[src/rtl/player_input_ctrl_if.sv]
// Player control bundle: raw push-buttons and game enable into the input
// controller, one-hot move code and shoot strobe out to the tank renderer.
interface player_input_ctrl_if;
    logic       enable_i;
    logic       btn_up_i;
    logic       btn_down_i;
    logic       btn_left_i;
    logic       btn_right_i;
    logic       btn_fire_i;
    logic [3:0] move_o;
    logic       shoot_o;
    logic       shoot_ready_o;

    modport slave (
        input  enable_i, btn_up_i, btn_down_i, btn_left_i, btn_right_i, btn_fire_i,
        output move_o, shoot_o, shoot_ready_o
    );

    modport master (
        output enable_i, btn_up_i, btn_down_i, btn_left_i, btn_right_i, btn_fire_i,
        input  move_o, shoot_o, shoot_ready_o
    );
endinterface

[src/rtl/player_input_ctrl.sv]
// player_input_ctrl: one player's push-buttons -> synchronise, debounce,
// last-pressed-wins direction (one-hot move code) and a rate-limited shoot
// pulse. One instance per player on the pixel clock.
// Optional build macro PLAYER_INPUT_AUTOFIRE_EN: holding fire re-fires each
// time the cooldown expires; without it only a fresh fire press shoots.
module player_input_ctrl #(
    parameter int unsigned DEBOUNCE_CNT   = 250000,
    parameter int unsigned SHOOT_COOLDOWN = 12500000,
    parameter int unsigned CNT_W          = 24
) (
    input  logic                clk_i,
    input  logic                reset_i,
    player_input_ctrl_if.slave  bus
);
    // Button bit positions within the 5-bit vectors.
    localparam int B_UP = 0, B_DOWN = 1, B_LEFT = 2, B_RIGHT = 3, B_FIRE = 4;
    localparam logic [CNT_W-1:0] DB_LAST  = CNT_W'(DEBOUNCE_CNT - 1);
    localparam logic [CNT_W-1:0] COOL_VAL = CNT_W'(SHOOT_COOLDOWN);
    localparam logic [CNT_W-1:0] CNT_ONE  = CNT_W'(1);

    typedef enum logic [2:0] {DIR_NONE, DIR_UP, DIR_DOWN, DIR_LEFT, DIR_RIGHT} dir_e;

    logic [4:0]       raw;
    logic [4:0]       sync1_q, sync2_q;
    logic [4:0]       db_q, db_d, db_prev_q;
    logic [CNT_W-1:0] cnt_q [5];
    logic [CNT_W-1:0] cnt_d [5];
    logic [4:0]       rise;
    dir_e             dir_q, dir_d;
    logic             cur_held;
    logic [3:0]       move_q, move_d;
    logic [CNT_W-1:0] cool_q, cool_d;
    logic             shoot_q, shoot_d;
    logic             ready_q, ready_d;
    logic             fire_req, trigger;

    // Highest-priority direction among a set of up/down/left/right flags.
    function automatic dir_e pick_dir(input logic [3:0] v);
        if (v[B_UP])         return DIR_UP;
        else if (v[B_DOWN])  return DIR_DOWN;
        else if (v[B_LEFT])  return DIR_LEFT;
        else if (v[B_RIGHT]) return DIR_RIGHT;
        else                 return DIR_NONE;
    endfunction

    function automatic logic [3:0] dir_to_move(input dir_e d);
        case (d)
            DIR_DOWN:  return 4'b0001;
            DIR_UP:    return 4'b0010;
            DIR_RIGHT: return 4'b0100;
            DIR_LEFT:  return 4'b1000;
            default:   return 4'b0000;
        endcase
    endfunction

    assign raw  = {bus.btn_fire_i, bus.btn_right_i, bus.btn_left_i,
                   bus.btn_down_i, bus.btn_up_i};
    assign rise = db_q & ~db_prev_q;

`ifdef PLAYER_INPUT_AUTOFIRE_EN
    assign fire_req = db_q[B_FIRE];
`else
    assign fire_req = rise[B_FIRE];
`endif

    assign trigger = fire_req & bus.enable_i & (cool_q == '0);

    // Debounce: accept a new level only after DEBOUNCE_CNT consecutive differing cycles.
    always_comb begin
        db_d = db_q;
        for (int i = 0; i < 5; i++) begin
            cnt_d[i] = '0;
            if (sync2_q[i] != db_q[i]) begin
                if (cnt_q[i] == DB_LAST) begin
                    db_d[i] = sync2_q[i];
                end else begin
                    cnt_d[i] = cnt_q[i] + CNT_ONE;
                end
            end
        end
    end

    // Direction arbitration: newest press wins; on release fall back to a held button.
    always_comb begin
        dir_d = dir_q;
        case (dir_q)
            DIR_UP:    cur_held = db_q[B_UP];
            DIR_DOWN:  cur_held = db_q[B_DOWN];
            DIR_LEFT:  cur_held = db_q[B_LEFT];
            DIR_RIGHT: cur_held = db_q[B_RIGHT];
            default:   cur_held = 1'b0;
        endcase
        if (|rise[3:0]) begin
            dir_d = pick_dir(rise[3:0]);
        end else if (!cur_held) begin
            dir_d = pick_dir(db_q[3:0]);
        end
        move_d = bus.enable_i ? dir_to_move(dir_q) : 4'b0000;
    end

    // Shoot pulse and cooldown; ready drops in the same cycle the shot is taken.
    always_comb begin
        shoot_d = trigger;
        cool_d  = cool_q;
        if (trigger) begin
            cool_d = COOL_VAL;
        end else if (cool_q != '0) begin
            cool_d = cool_q - CNT_ONE;
        end
        ready_d = (cool_q == '0) & ~trigger;
    end

    // State registers; reset clears everything immediately.
    always_ff @(posedge clk_i or posedge reset_i) begin
        if (reset_i) begin
            sync1_q   <= '0;
            sync2_q   <= '0;
            db_q      <= '0;
            db_prev_q <= '0;
            for (int i = 0; i < 5; i++) cnt_q[i] <= '0;
            dir_q     <= DIR_NONE;
            move_q    <= 4'b0000;
            cool_q    <= '0;
            shoot_q   <= 1'b0;
            ready_q   <= 1'b1;
        end else begin
            sync1_q   <= raw;
            sync2_q   <= sync1_q;
            db_q      <= db_d;
            db_prev_q <= db_q;
            for (int i = 0; i < 5; i++) cnt_q[i] <= cnt_d[i];
            dir_q     <= dir_d;
            move_q    <= move_d;
            cool_q    <= cool_d;
            shoot_q   <= shoot_d;
            ready_q   <= ready_d;
        end
    end

    assign bus.move_o        = move_q;
    assign bus.shoot_o       = shoot_q;
    assign bus.shoot_ready_o = ready_q;
endmodule

[src/flat_wrapper.sv]
// flat-port wrapper written by rule: the top's interface ports become plain ports
module player_input_ctrl_flat 
#(
    parameter int unsigned DEBOUNCE_CNT   = 250000,
    parameter int unsigned SHOOT_COOLDOWN = 12500000,
    parameter int unsigned CNT_W          = 24
)
  (clk_i, reset_i, bus_enable_i, bus_btn_up_i, bus_btn_down_i, bus_btn_left_i, bus_btn_right_i, bus_btn_fire_i, bus_move_o, bus_shoot_o, bus_shoot_ready_o);
  player_input_ctrl_if bus_i ();
  input  logic clk_i;
  input  logic reset_i;
  input wire logic [$bits(bus_i.enable_i)-1:0] bus_enable_i;
  input wire logic [$bits(bus_i.btn_up_i)-1:0] bus_btn_up_i;
  input wire logic [$bits(bus_i.btn_down_i)-1:0] bus_btn_down_i;
  input wire logic [$bits(bus_i.btn_left_i)-1:0] bus_btn_left_i;
  input wire logic [$bits(bus_i.btn_right_i)-1:0] bus_btn_right_i;
  input wire logic [$bits(bus_i.btn_fire_i)-1:0] bus_btn_fire_i;
  output wire logic [$bits(bus_i.move_o)-1:0] bus_move_o;
  output wire logic [$bits(bus_i.shoot_o)-1:0] bus_shoot_o;
  output wire logic [$bits(bus_i.shoot_ready_o)-1:0] bus_shoot_ready_o;
  assign bus_i.enable_i = bus_enable_i;
  assign bus_i.btn_up_i = bus_btn_up_i;
  assign bus_i.btn_down_i = bus_btn_down_i;
  assign bus_i.btn_left_i = bus_btn_left_i;
  assign bus_i.btn_right_i = bus_btn_right_i;
  assign bus_i.btn_fire_i = bus_btn_fire_i;
  assign bus_move_o = bus_i.move_o;
  assign bus_shoot_o = bus_i.shoot_o;
  assign bus_shoot_ready_o = bus_i.shoot_ready_o;
  player_input_ctrl #(.DEBOUNCE_CNT(DEBOUNCE_CNT), .SHOOT_COOLDOWN(SHOOT_COOLDOWN), .CNT_W(CNT_W)) u_core (.clk_i(clk_i), .reset_i(reset_i), .bus(bus_i));
endmodule
[config.mk]
export PLATFORM = sky130hd
export DESIGN_NAME = player_input_ctrl_flat
export DESIGN_NICKNAME = d
export VERILOG_FILES = /design/src/rtl/player_input_ctrl_if.sv /design/src/rtl/player_input_ctrl.sv /design/src/flat_wrapper.sv
export SDC_FILE = /design/constraint.sdc
export NUM_CORES = 1
export LEC_CHECK = 0
export BUFFER_PORTS_ARGS = -buffer_cell sky130_fd_sc_hd__buf_2
export CORE_UTILIZATION = 40
export CTS_BUF_LIST = sky130_fd_sc_hd__clkbuf_16
export CTS_CLUSTER_DIAMETER = 40
export DETAILED_ROUTE_END_ITERATION = 16
export PLACE_DENSITY = 0.57
export SLEW_MARGIN = 20
export SYNTH_ARGS = -nofsm -noshare
export SYNTH_HDL_FRONTEND = slang
export SYNTH_SLANG_ARGS = --single-unit
[constraint.sdc]
create_clock -name clk_i -period 6.87 [get_ports clk_i]
set_clock_uncertainty 0.15 [all_clocks]
set_input_delay 2.061 -clock clk_i [delete_from_list [all_inputs] [get_ports clk_i]]
set_output_delay 2.061 -clock clk_i [all_outputs]
set_load 0.01 [all_outputs]
======== Yosys cells after proc, flatten, opt, wreduce, memory -nomap -nowiden ========
Index checks and enable logic that the tools add are counted.
cells by class
  equality and inequality tests ........... 15
  bitwise logic cells ..................... 6
  add/sub/neg operators ................... 6
  reduce and logical (&&, ||, !) cells .... 9
  muxes and demuxes ....................... 25
operator list
  operator                                                              count
  24-bit two-way mux                                                    12
  24-bit by 1-bit adder with 24-bit output, second input constant       5
  24-bit by 18-bit == test with 1-bit output, second input constant     5
  3-bit two-way mux                                                     10
  24-bit logical NOT                                                    1
  24-bit nonzero test                                                   1
  24-bit by 1-bit subtractor with 24-bit output, second input constant  1
  4-bit case mux with 4 select lines                                    1
  2-bit AND reduction                                                   5
  3-bit by 2-bit == test with 1-bit output, second input constant       2
  5-bit bitwise AND                                                     1
  1-bit != test                                                         5
  5-bit inverter                                                        1
  4-bit two-way mux                                                     1
  1-bit case mux with 4 select lines                                    1
  4-bit OR reduction                                                    1
  1-bit bitwise AND                                                     3
  3-bit by 1-bit == test with 1-bit output, second input constant       1
  3-bit == test, second input constant                                  1
  2-bit != test, second input constant                                  1
  2-bit nonzero test                                                    1
  1-bit inverter                                                        1
storage, ports and cells
  flip-flop bits (word level) ............. 173
  input port bits ......................... 8

======== Longest topological paths before layout ========
Gate-level depths: netlist (run 1).
  depth after elaboration ................. 7
  mapped depth ............................ 8
  depth with buffers taken out ............ 7

======== Worst setup path before layout (run 1) ========
OpenSTA, ideal clock, no wires.
  kind .................................... input to register
  start point ............................. in bus_enable_i
  end point ............................... reg u_core.cool_q[15]
  setup slack ............................. 3.764 ns
  data arrival time ....................... 2.832 ns
  setup time .............................. 0.124 ns
  cell stages on the path ................. 5
  required time ........................... 6.596 ns
  path through ............................ nand3b_1 -> nand4_1 -> nor2_1 -> o21ai_0 -> o31a_1
on the way
  longest elaborated chain between the ends .. 3
  elaborated cells on any way between the ends .. 4
RTL lines
  what                                                      RTL line                  RTL
  from (decl)                                               flat_wrapper.sv:12        input wire logic [$bits(bus_i.enable_i)-1:0] bus_enable_i;
  1-bit bitwise AND * (2 in series)                         player_input_ctrl.sv:66   assign trigger = fire_req & bus.enable_i & (cool_q == '0);
  24-bit two-way mux or 2-bit nonzero test (tied branches)  --
  to (signal assigned)                                      player_input_ctrl.sv:134  cool_q <= cool_d;
  to (decl)                                                 player_input_ctrl.sv:32   logic [CNT_W-1:0] cool_q, cool_d;
Every way passes the cells marked *; elsewhere a longest branch is shown, timed or not.
A chain may end at the register's enable or synchronous reset.

======== Worst setup path after layout (run 1) ========
  start point ............................. reg u_core.ready_q, in the netlist u_core.bus.shoot_ready_o
  end point ............................... out bus_shoot_ready_o
RTL lines
  what                    RTL line                  RTL
  from (decl)             player_input_ctrl.sv:34   logic ready_q, ready_d;
  from (signal assigned)  player_input_ctrl.sv:136  ready_q <= ready_d;
  to (decl)               flat_wrapper.sv:20        output wire logic [$bits(bus_i.shoot_ready_o)-1:0] bus_shoot_ready_o;
No word-level cell between the ends.

==> results.json, run 1 <==
{
  "status": "finished, final reports clean",
  "dieArea_um2": 21100,
  "power_leakage_nw": 3.89,
  "cp.required_ps": 4660,
  "drc": 0,
  "vias_per_cell": 5.10,
  "drive_above_1_share_pct": 8.70,
  "crit_chain": "buf_2",
  "ant_nets": 0,
  "clock_latency_ps": 420,
  "worst_slew_pin_slew_ps": 1010,
  "finalWeightedCongestion": 0.789,
  "syn-num-nets": 831,
  "max_freq_ghz": 0.307,
  "grt_usage_pct": 15.4,
  "power_density_nw_per_um2": 236,
  "syn_area_per_cell_um2": 10.1,
  "wl_per_cell_um": 13.3,
  "ir_drop_v": 0.000145,
  "fin_crit_ps": 3260,
  "cts_root_buffer": "clkbuf_16",
  "grt_pass1_vias": 5672,
  "final_max_slew_viol_count": 0,
  "fin_tns_setup_ps": 0,
  "diodes": 0,
  "crit_path_end_kind": "primary output",
  "drt_iter0_markers": 319,
  "critPathKind": "register to primary output",
  "rows": 52,
  "vias": 5658,
  "ys_seq_elements": 173,
  "seq_area_um2": 4330,
  "drv_cap": 0,
  "ys_seq_area_share_pct": 52.6,
  "mostFrequentLayoutCells": "172 x dfrtp_1, 154 x nor2_1, 74 x xor2_1",
  "port_buffers": 13,
  "clk_path_buf_depth": 2,
  "core_um2": 20200,
  "final_hold_viol_count": 0,
  "finalNetCount": 841,
  "synth_top_area_share_pct": 52.3,
  "worstPathArrival_ps": 1050,
  "ys_types": 50,
  "setup_viol": 0,
  "grt_max_degree": 174,
  "cts_resized": 0,
  "slowest_stage": "dfstp_2",
  "layout_commonest_cell": "dfrtp_1",
  "die_height_um": 145,
  "finalCritPeriodShare_pct": 47.4,
  "hold_class": "register to register",
  "yosysWarnings": 0,
  "cts_tree": "yes",
  "antenna_found_initial": 0,
  "first_pass_iters": 4,
  "cts.sinks": 173,
  "cts_hold_buf": 0,
  "multi_input_area_um2": 3680,
  "pre_cts_ws_ps": 3380,
  "worst_slack_ps": 3610,
  "area_growth_pct": 11.4,
  "io_pins": 14,
  "htree_num_levels": 4,
  "start_util_pct": 40.8,
  "cp_top_family": "flip-flops",
  "critPathBufInv": 1,
  "setup.worst_path.start_class": "register",
  "routed_wl_um": 14800,
  "cts_setup_buffers": 0,
  "grt_pass1_wl_um": 26900,
  "ys.flop_type": "dfrtp_1",
  "synth-edff-count": 0,
  "postSynthCellCount": 816,
  "fp.dieW_um": 145,
  "nFillCells": 1949,
  "synth_area_leaders": "dfrtp_1 52%, xor2_1 7.9%, nor2_1 7.0%",
  "overflow": 0,
  "relSlewSlack_pct": 32.4,
  "cts_made_buffers": 17,
  "rsz0062_at_grt": "no",
  "yosysTopAreaCell": "dfrtp_1",
  "dp_hpwl_um": 9400,
  "synth_area_um2": 8230,
  "async_reset_ff_share_pct": 100,
  "cp_max_fo": 1,
  "slowest_delay_ps": 510,
  "clkSlewWorstSetupHoldPaths_ps": 60
}
## flip-flops by register name, summed over array words and instances (netlist names)
| signal | flops |
|---|---|
| u_core.bus.move_o | 4 |
| u_core.bus.shoot_o | 1 |
| u_core.bus.shoot_ready_o | 1 |
| u_core.cnt_q | 120 |
| u_core.cool_q | 24 |
| u_core.db_prev_q | 5 |
| u_core.db_q | 5 |
| u_core.dir_q | 3 |
| u_core.sync1_q | 5 |
| u_core.sync2_q | 5 |
## per-stage QoR
step | cells | util [%] | cell area [um^2] | hold WS, ps | power, mW
floorplan | 816 | - | 8230 | 181 | 1.10
global placement | 1077 | 42.1 | 8500 | 186 | 1.11
detailed placement | 1077 | 42.1 | 8500 | 192 | 1.11
CTS | 1109 | 45.4 | 9170 | 206 | 2.21
global route | 1109 | 45.4 | 9170 | 208 | 2.25
finish | 1109 | 45.4 | 9170 | 202 | 2.17
## worst reg2reg max path, stage by stage (launching register included)
cell	delay [ps]
dfrtp_1	430
nand4_1	110
or4_1	490
nor4_1	450
nand2b_1	800
nor2_1	130
## worst paths after layout
kind / to / cells past startpoint / slack, ps / from
min in group asynchronous: u_core.cnt_q[16] / 3 / 1610 / reset_i
worst min register to register: u_core.sync2_q[2] / 0 / 200 / u_core.sync1_q[2]
worst max register to register: u_core.cnt_q[60] / 5 / 4160 / u_core.cnt_q[64]
worst max-delay path: bus_shoot_ready_o / 1 / 3610 / u_core.bus.shoot_ready_o
max in group asynchronous: u_core.cnt_q[106] / 3 / 4130 / reset_i
worst min-delay path: u_core.sync2_q[2] / 0 / 200 / u_core.sync1_q[2]
## logic make-up (layout without fill, tap and decap cells)
logic type                 Yosys count  count (layout)  share of synthesized area (%)
AOI/OAI and AO/OA                   39              39                           2.72
xor gates and xnor gates           122             122                           13.0
adders and majority gates            7               7                           1.06
buffers and inverters               39              62                           2.60
DFF                                173             173                           52.6
muxes                                9               9                           1.20
and+or+nand+nor                    427             427                           26.8
## where the power goes
part	total, mW	leakage, nW	internal (mW)	switching [mW]
Sequential	1.04	2.32	1.03	0.00876
Combinational	0.0478	1.24	0.0115	0.0363
Clock	1.08	0.323	0.682	0.399
Total	2.17	3.89	1.72	0.444
## final cells by class
class	count	share of cell area [%]
flip-flops and latches	173	47.2
inverters	16	0.696
clock buffers	17	4.64
repair buffers	14	0.928
well taps	270	3.69
clock inverters	15	2.63
multi-input cells	604	40.2
## Yosys cell counts, drive strengths merged (8+ instances only)
master  instances
buf            16
nand2b          8
nor2          155
and3           17
inv            16
xor2           74
xnor2          48
and4           16
or2             8
nand4          43
nand3          50
a21oi          14
nor3           28
nand2          47
dfrtp         172
o21ai          15
nor4           24
## layer usage
| metal | part of all wire (%) | track usage (%) | vias to the layer above | routed length, um |
|---|---|---|---|---|
| met1 | 51 | 21.2 | 2753 | 7590 |
| met2 | 45 | 24.2 | 55 | 6690 |
| met4 | 0.93 | 4.68 | 0 | 138 |
| li1 | - | - | 2839 | - |
| met5 | 0 | 0 | - | 0 |
| met3 | 2.4 | 3.70 | 11 | 361 |
(Power assumes the default switching activity.)
==> run 2: changes to the inputs <==
Settings changed: ABC_AREA set to 1.
Clock period 6.87 ns to 2.9 ns, I/O delays scaled along.
==> run 2 against run 1 <==
Effect of this change: global-route usage rose by 3.4 points; die area rose by 19%; critical path depth did not move; critical path type unchanged; largest power group is now registers.
==> results.json, run 2 <==
{
  "worstPathArrival_ps": 1060,
  "ir_drop_v": 0.000311,
  "setup.worst_path.start_class": "register",
  "grt_usage_pct": 18.9,
  "ys_seq_area_share_pct": 44.0,
  "wl_met1_um": 11100,
  "start_util_pct": 40.6,
  "cts_resized": 0,
  "postSynthCellCount": 1359,
  "fin_crit_ps": 2080,
  "synth-edff-count": 0,
  "ys_top_cells_by_count": "339 x nand2_1, 302 x nor2_1, 172 x dfrtp_1",
  "cts.sinks": 173,
  "finalWeightedCongestion": 0.922,
  "overflow": 0,
  "clkSlewWorstSetupHoldPaths_ps": 70,
  "worst_slack_ps": 825,
  "area_growth_pct": 11.2,
  "first_pass_iters": 7,
  "power_density_nw_per_um2": 452,
  "syn_area_per_cell_um2": 7.25,
  "worst_r2r_path_depth": 8,
  "status": "finished, final reports clean",
  "max_freq_ghz": 0.482,
  "dieArea_um2": 25300,
  "io_pins": 14,
  "nFillCells": 2489,
  "finalNetCount": 1404,
  "cp_top_family": "flip-flops",
  "synth_top_area_share_pct": 43.7,
  "ant_nets": 0,
  "multi_input_area_um2": 4830,
  "setup_viol": 0,
  "rsz0062_at_grt": "no",
  "ys.flop_type": "dfrtp_1",
  "drv_cap": 0,
  "vias": 8445,
  "routed_wl_um": 22700,
  "layout_commonest_cell": "nand2_1",
  "cp.required_ps": 1880,
  "crit_path_end_kind": "primary output",
  "cts_tree": "yes",
  "cts_setup_buffers": 0,
  "die_height_um": 159,
  "pre_cts_ws_ps": 795,
  "critPathBufInv": 1,
  "syn-num-nets": 1374,
  "yosysTopAreaCell": "dfrtp_1",
  "yosysWarnings": 0,
  "hold_class": "register to register",
  "clock_latency_ps": 430,
  "diodes": 0,
  "drive_above_1_share_pct": 9.20,
  "rows": 57,
  "port_buffers": 13,
  "wl_met2_um": 10400,
  "top_register": "u_core.cnt_q",
  "htree_num_levels": 4,
  "post-route-util_pct": 45.2,
  "clk_path_buf_depth": 2,
  "largest_register_ffs": 120,
  "cts_hold_buf": 0,
  "yosysMostFrequentCell": "nand2_1",
  "relSlewSlack_pct": 66.7,
  "power_leakage_nw": 4.69,
  "synth_area_um2": 9850,
  "wl_met3_um": 917,
  "largestRegisters": "u_core.cnt_q: 120 flops, u_core.cool_q: 24 flops",
  "ys_seq_elements": 173,
  "drc": 0,
  "cts_root_buffer": "clkbuf_16",
  "core_um2": 24200,
  "grt_pass1_wl_um": 39000,
  "top_layer_used": "met4",
  "grt_max_degree": 68,
  "worstHoldPathCells": 0,
  "slowest_delay_ps": 510,
  "wl_per_cell_um": 13.2,
  "fp.dieW_um": 159,
  "final_hold_viol_count": 0,
  "mostFrequentLayoutCells": "339 x nand2_1, 302 x nor2_1, 172 x dfrtp_1",
  "antenna_found_initial": 0,
  "async_reset_ff_share_pct": 100,
  "seq_area_um2": 4330,
  "finalCritPeriodShare_pct": 71.6,
  "cp_max_fo": 1,
  "grt_pass1_vias": 7936,
  "synth_area_leaders": "dfrtp_1 44%, nand2_1 13%, nor2_1 12%",
  "slowest_stage": "dfstp_2",
  "dp_hpwl_um": 16900,
  "crit_cells": 1,
  "vias_per_cell": 4.89,
  "final_max_slew_viol_count": 0,
  "ys_types": 40,
  "worst_slew_pin_slew_ps": 499,
  "critPathKind": "register to primary output",
  "cts_made_buffers": 17,
  "crit_chain": "buf_2",
  "drt_iter0_markers": 618
}
## run 2: layer usage
| metal | global-route usage [%] | vias up |
|---|---|---|
| met5 | 0 | - |
| met4 | 5.20 | 0 |
| met3 | 2.84 | 27 |
| met2 | 30.1 | 170 |
| met1 | 26.6 | 3885 |
| li1 | - | 4363 |
## run 2: where the power goes
group	leakage, nW	total [mW]	switching, mW	internal [mW]
clock network	0.296	2.35	0.998	1.35
logic	2.09	0.143	0.107	0.0355
registers	2.30	2.46	0.0220	2.44
## run 2: kinds of logic (layout without fill, tap and decap cells)
| family | Yosys count | count (layout) | synth area share (%) |
|---|---|---|---|
| xor gates and xnor gates | 44 | 44 | 3.91 |
| buffers and inverters | 182 | 225 | 6.99 |
| AOI/OAI and AO/OA | 52 | 52 | 2.98 |
| adders and majority gates | 7 | 7 | 0.889 |
| DFF | 173 | 173 | 44.0 |
| and+or+nand+nor | 901 | 901 | 41.3 |
## run 2: area by class of cell
cell class / count / area share [%]
multi-input combinational: 1004 / 44.1
sequential: 173 / 39.5
inverter: 176 / 6.08
clock buffer: 17 / 3.88
tap: 324 / 3.70
clock inverter: 15 / 1.58
timing repair buffer: 17 / 1.10
## run 2: path summary, 6_finish.rpt
path / start / to / slack [ps]
setup / recovery: u_core.bus.shoot_ready_o / bus_shoot_ready_o / 820
hold / removal: u_core.sync1_q[1] / u_core.sync2_q[1] / 200
setup reg to reg: u_core.cool_q[0] / u_core.cool_q[13] / 990
hold reg to reg: u_core.sync1_q[1] / u_core.sync2_q[1] / 200
max in group asynchronous: reset_i / u_core.cool_q[11] / 1670
min in group asynchronous: reset_i / u_core.cnt_q[87] / 240
## run 2: metrics by stage
step	cell area [um^2]	TNS, ps	instances	hold WS (ps)	power, mW
3_3_place_gp	10400	0	1694	184	2.65
5_1_grt	11000	0	1726	215	5.15
4_1_cts	11000	0	1726	206	5.03
2_1_floorplan	9850	-56740	1359	181	2.60
6_report	11000	0	1726	203	4.95
3_5_place_dp	10400	0	1694	190	2.65
==> run 3: changes to the inputs <==
Settings changed: PLACE_DENSITY 0.57 to 0.55.
Clock period 2.9 ns to 2.15 ns, I/O delays scaled along.
==> run 3 against run 2 <==
Effect of this change: via count up 0.27%; first-iteration DRC count shrank 11%; wire length grew 2.4%; largest cell class unchanged; highest routed layer unchanged.
==> results.json, run 3 (same netlist as run 2, synthesis figures left out) <==
{
  "finalCritPeriodShare_pct": 92.3,
  "wl_met2_um": 10200,
  "overflow": 0,
  "nFillCells": 2527,
  "clkSlewWorstSetupHoldPaths_ps": 70,
  "die_height_um": 159,
  "core_um2": 24200,
  "start_util_pct": 40.6,
  "cp.required_ps": 2320,
  "drive_above_1_share_pct": 9.45,
  "max_freq_ghz": 0.504,
  "fp.dieW_um": 159,
  "antenna_found_initial": 0,
  "clock_latency_ps": 430,
  "final_area_um2": 11000,
  "layout_commonest_cell": "nand2_1",
  "cts.sinks": 173,
  "top_layer_used": "met4",
  "cp_max_fo": 7,
  "setup_viol": 0,
  "ir_drop_v": 0.000391,
  "first_pass_iters": 5,
  "drt_iter0_markers": 553,
  "largestRegisters": "u_core.cnt_q: 120 flops, u_core.cool_q: 24 flops",
  "total_power_mw": 6.42,
  "grt_pass1_wl_um": 40300,
  "area_growth_pct": 11.4,
  "routed_wl_um": 23300,
  "diodes": 0,
  "wl_per_cell_um": 13.4,
  "power_density_nw_per_um2": 584,
  "cts_setup_buffers": 0,
  "dieArea_um2": 25300,
  "cts_made_buffers": 17,
  "critPathKind": "register to register",
  "finalWeightedCongestion": 0.938,
  "fin_crit_ps": 1980,
  "dp_hpwl_um": 17600,
  "worstPathArrival_ps": 2160,
  "grt_max_degree": 38,
  "grt_pass1_vias": 8084,
  "hold_class": "primary input to async pin",
  "io_pins": 14,
  "status": "finished, final reports clean",
  "rows": 57,
  "worst_slew_pin_slew_ps": 620,
  "relSlewSlack_pct": 58.3,
  "cts_resized": 0,
  "setup.worst_path.start_class": "register",
  "rsz0062_at_grt": "no",
  "largest_register_ffs": 120,
  "htree_num_levels": 4,
  "crit_chain": "ha_1, nand3_1, nor3_1, nand3_1, nand2_2, inv_2, nand2_1, nor2_1",
  "critPathBufInv": 1,
  "cts_hold_buf": 0,
  "cts_tree": "yes",
  "grt_usage_pct": 19.5,
  "cts_root_buffer": "clkbuf_16",
  "slowest_stage": "dfrtp_1",
  "wl_met1_um": 12000,
  "crit_path_end_kind": "register",
  "slowest_delay_ps": 410,
  "mostFrequentLayoutCells": "339 x nand2_1, 302 x nor2_1, 172 x dfrtp_1",
  "power_leakage_nw": 4.70,
  "ant_nets": 0,
  "finalNetCount": 1411,
  "vias_per_cell": 4.89,
  "port_buffers": 13,
  "wl_met3_um": 819,
  "vias": 8468,
  "final_max_slew_viol_count": 0,
  "fin_tns_setup_ps": 0,
  "clk_path_buf_depth": 2,
  "top_register": "u_core.cnt_q",
  "cpMostUsedCell": "nand3_1",
  "cp_top_family": "simple AND/OR/NAND/NOR gates",
  "final_hold_viol_count": 0,
  "drv_cap": 0,
  "drc": 0,
  "place_area_um2": 10400
}
[run 3: path summary, 6_finish.rpt]
| kind | startpoint | to | slack, ps | cells past startpoint |
|---|---|---|---|---|
| worst max register to register | u_core.cnt_q[96] | u_core.cnt_q[110] | 170 | 8 |
| worst max-delay path | u_core.cnt_q[96] | u_core.cnt_q[110] | 170 | 8 |
| worst min register to register | u_core.sync1_q[3] | u_core.sync2_q[3] | 200 | 0 |
| max in group asynchronous | reset_i | u_core.cnt_q[56] | 1130 | 3 |
| worst min-delay path | reset_i | u_core.bus.move_o[2] | 130 | 2 |
| min in group clk_i | bus_btn_up_i | u_core.sync1_q[0] | 170 | 1 |
[run 3: metrics by stage]
stage	hold slack, ps	utilization [%]	worst slack, ps	std cells
global route	158	45.3	52.8	1732
global placement	181	43.1	183	1701
finish	130	45.3	165	1732
CTS	140	45.3	204	1732
floorplan	181	-	-855	1359
detailed placement	185	43.1	204	1701
[run 3: cell type report]
type                            count  area, um^2  share of cell area, %
Timing Repair Buffer               24         210                   1.91
Clock buffer                       17         425                   3.88
Sequential cell                   173        4330                   39.5
Multi-Input combinational cell   1004        4830                   44.0
Clock inverter                     14         108                  0.980
Tap cell                          324         405                   3.69
Inverter                          176         666                   6.06
[run 3: report_power, final]
part	total, mW	leakage (nW)	switching (mW)	internal [mW]
registers	3.32	2.30	0.0303	3.29
logic	0.209	2.14	0.148	0.0610
clock network	2.89	0.262	1.32	1.57
[run 3: per-layer routing]
| layer | vias to the layer above | GRT usage (%) |
|---|---|---|
| met5 | - | 0 |
| met4 | 0 | 5.20 |
| met3 | 21 | 2.81 |
| met2 | 160 | 29.9 |
| met1 | 3934 | 28.6 |
| li1 | 4353 | - |
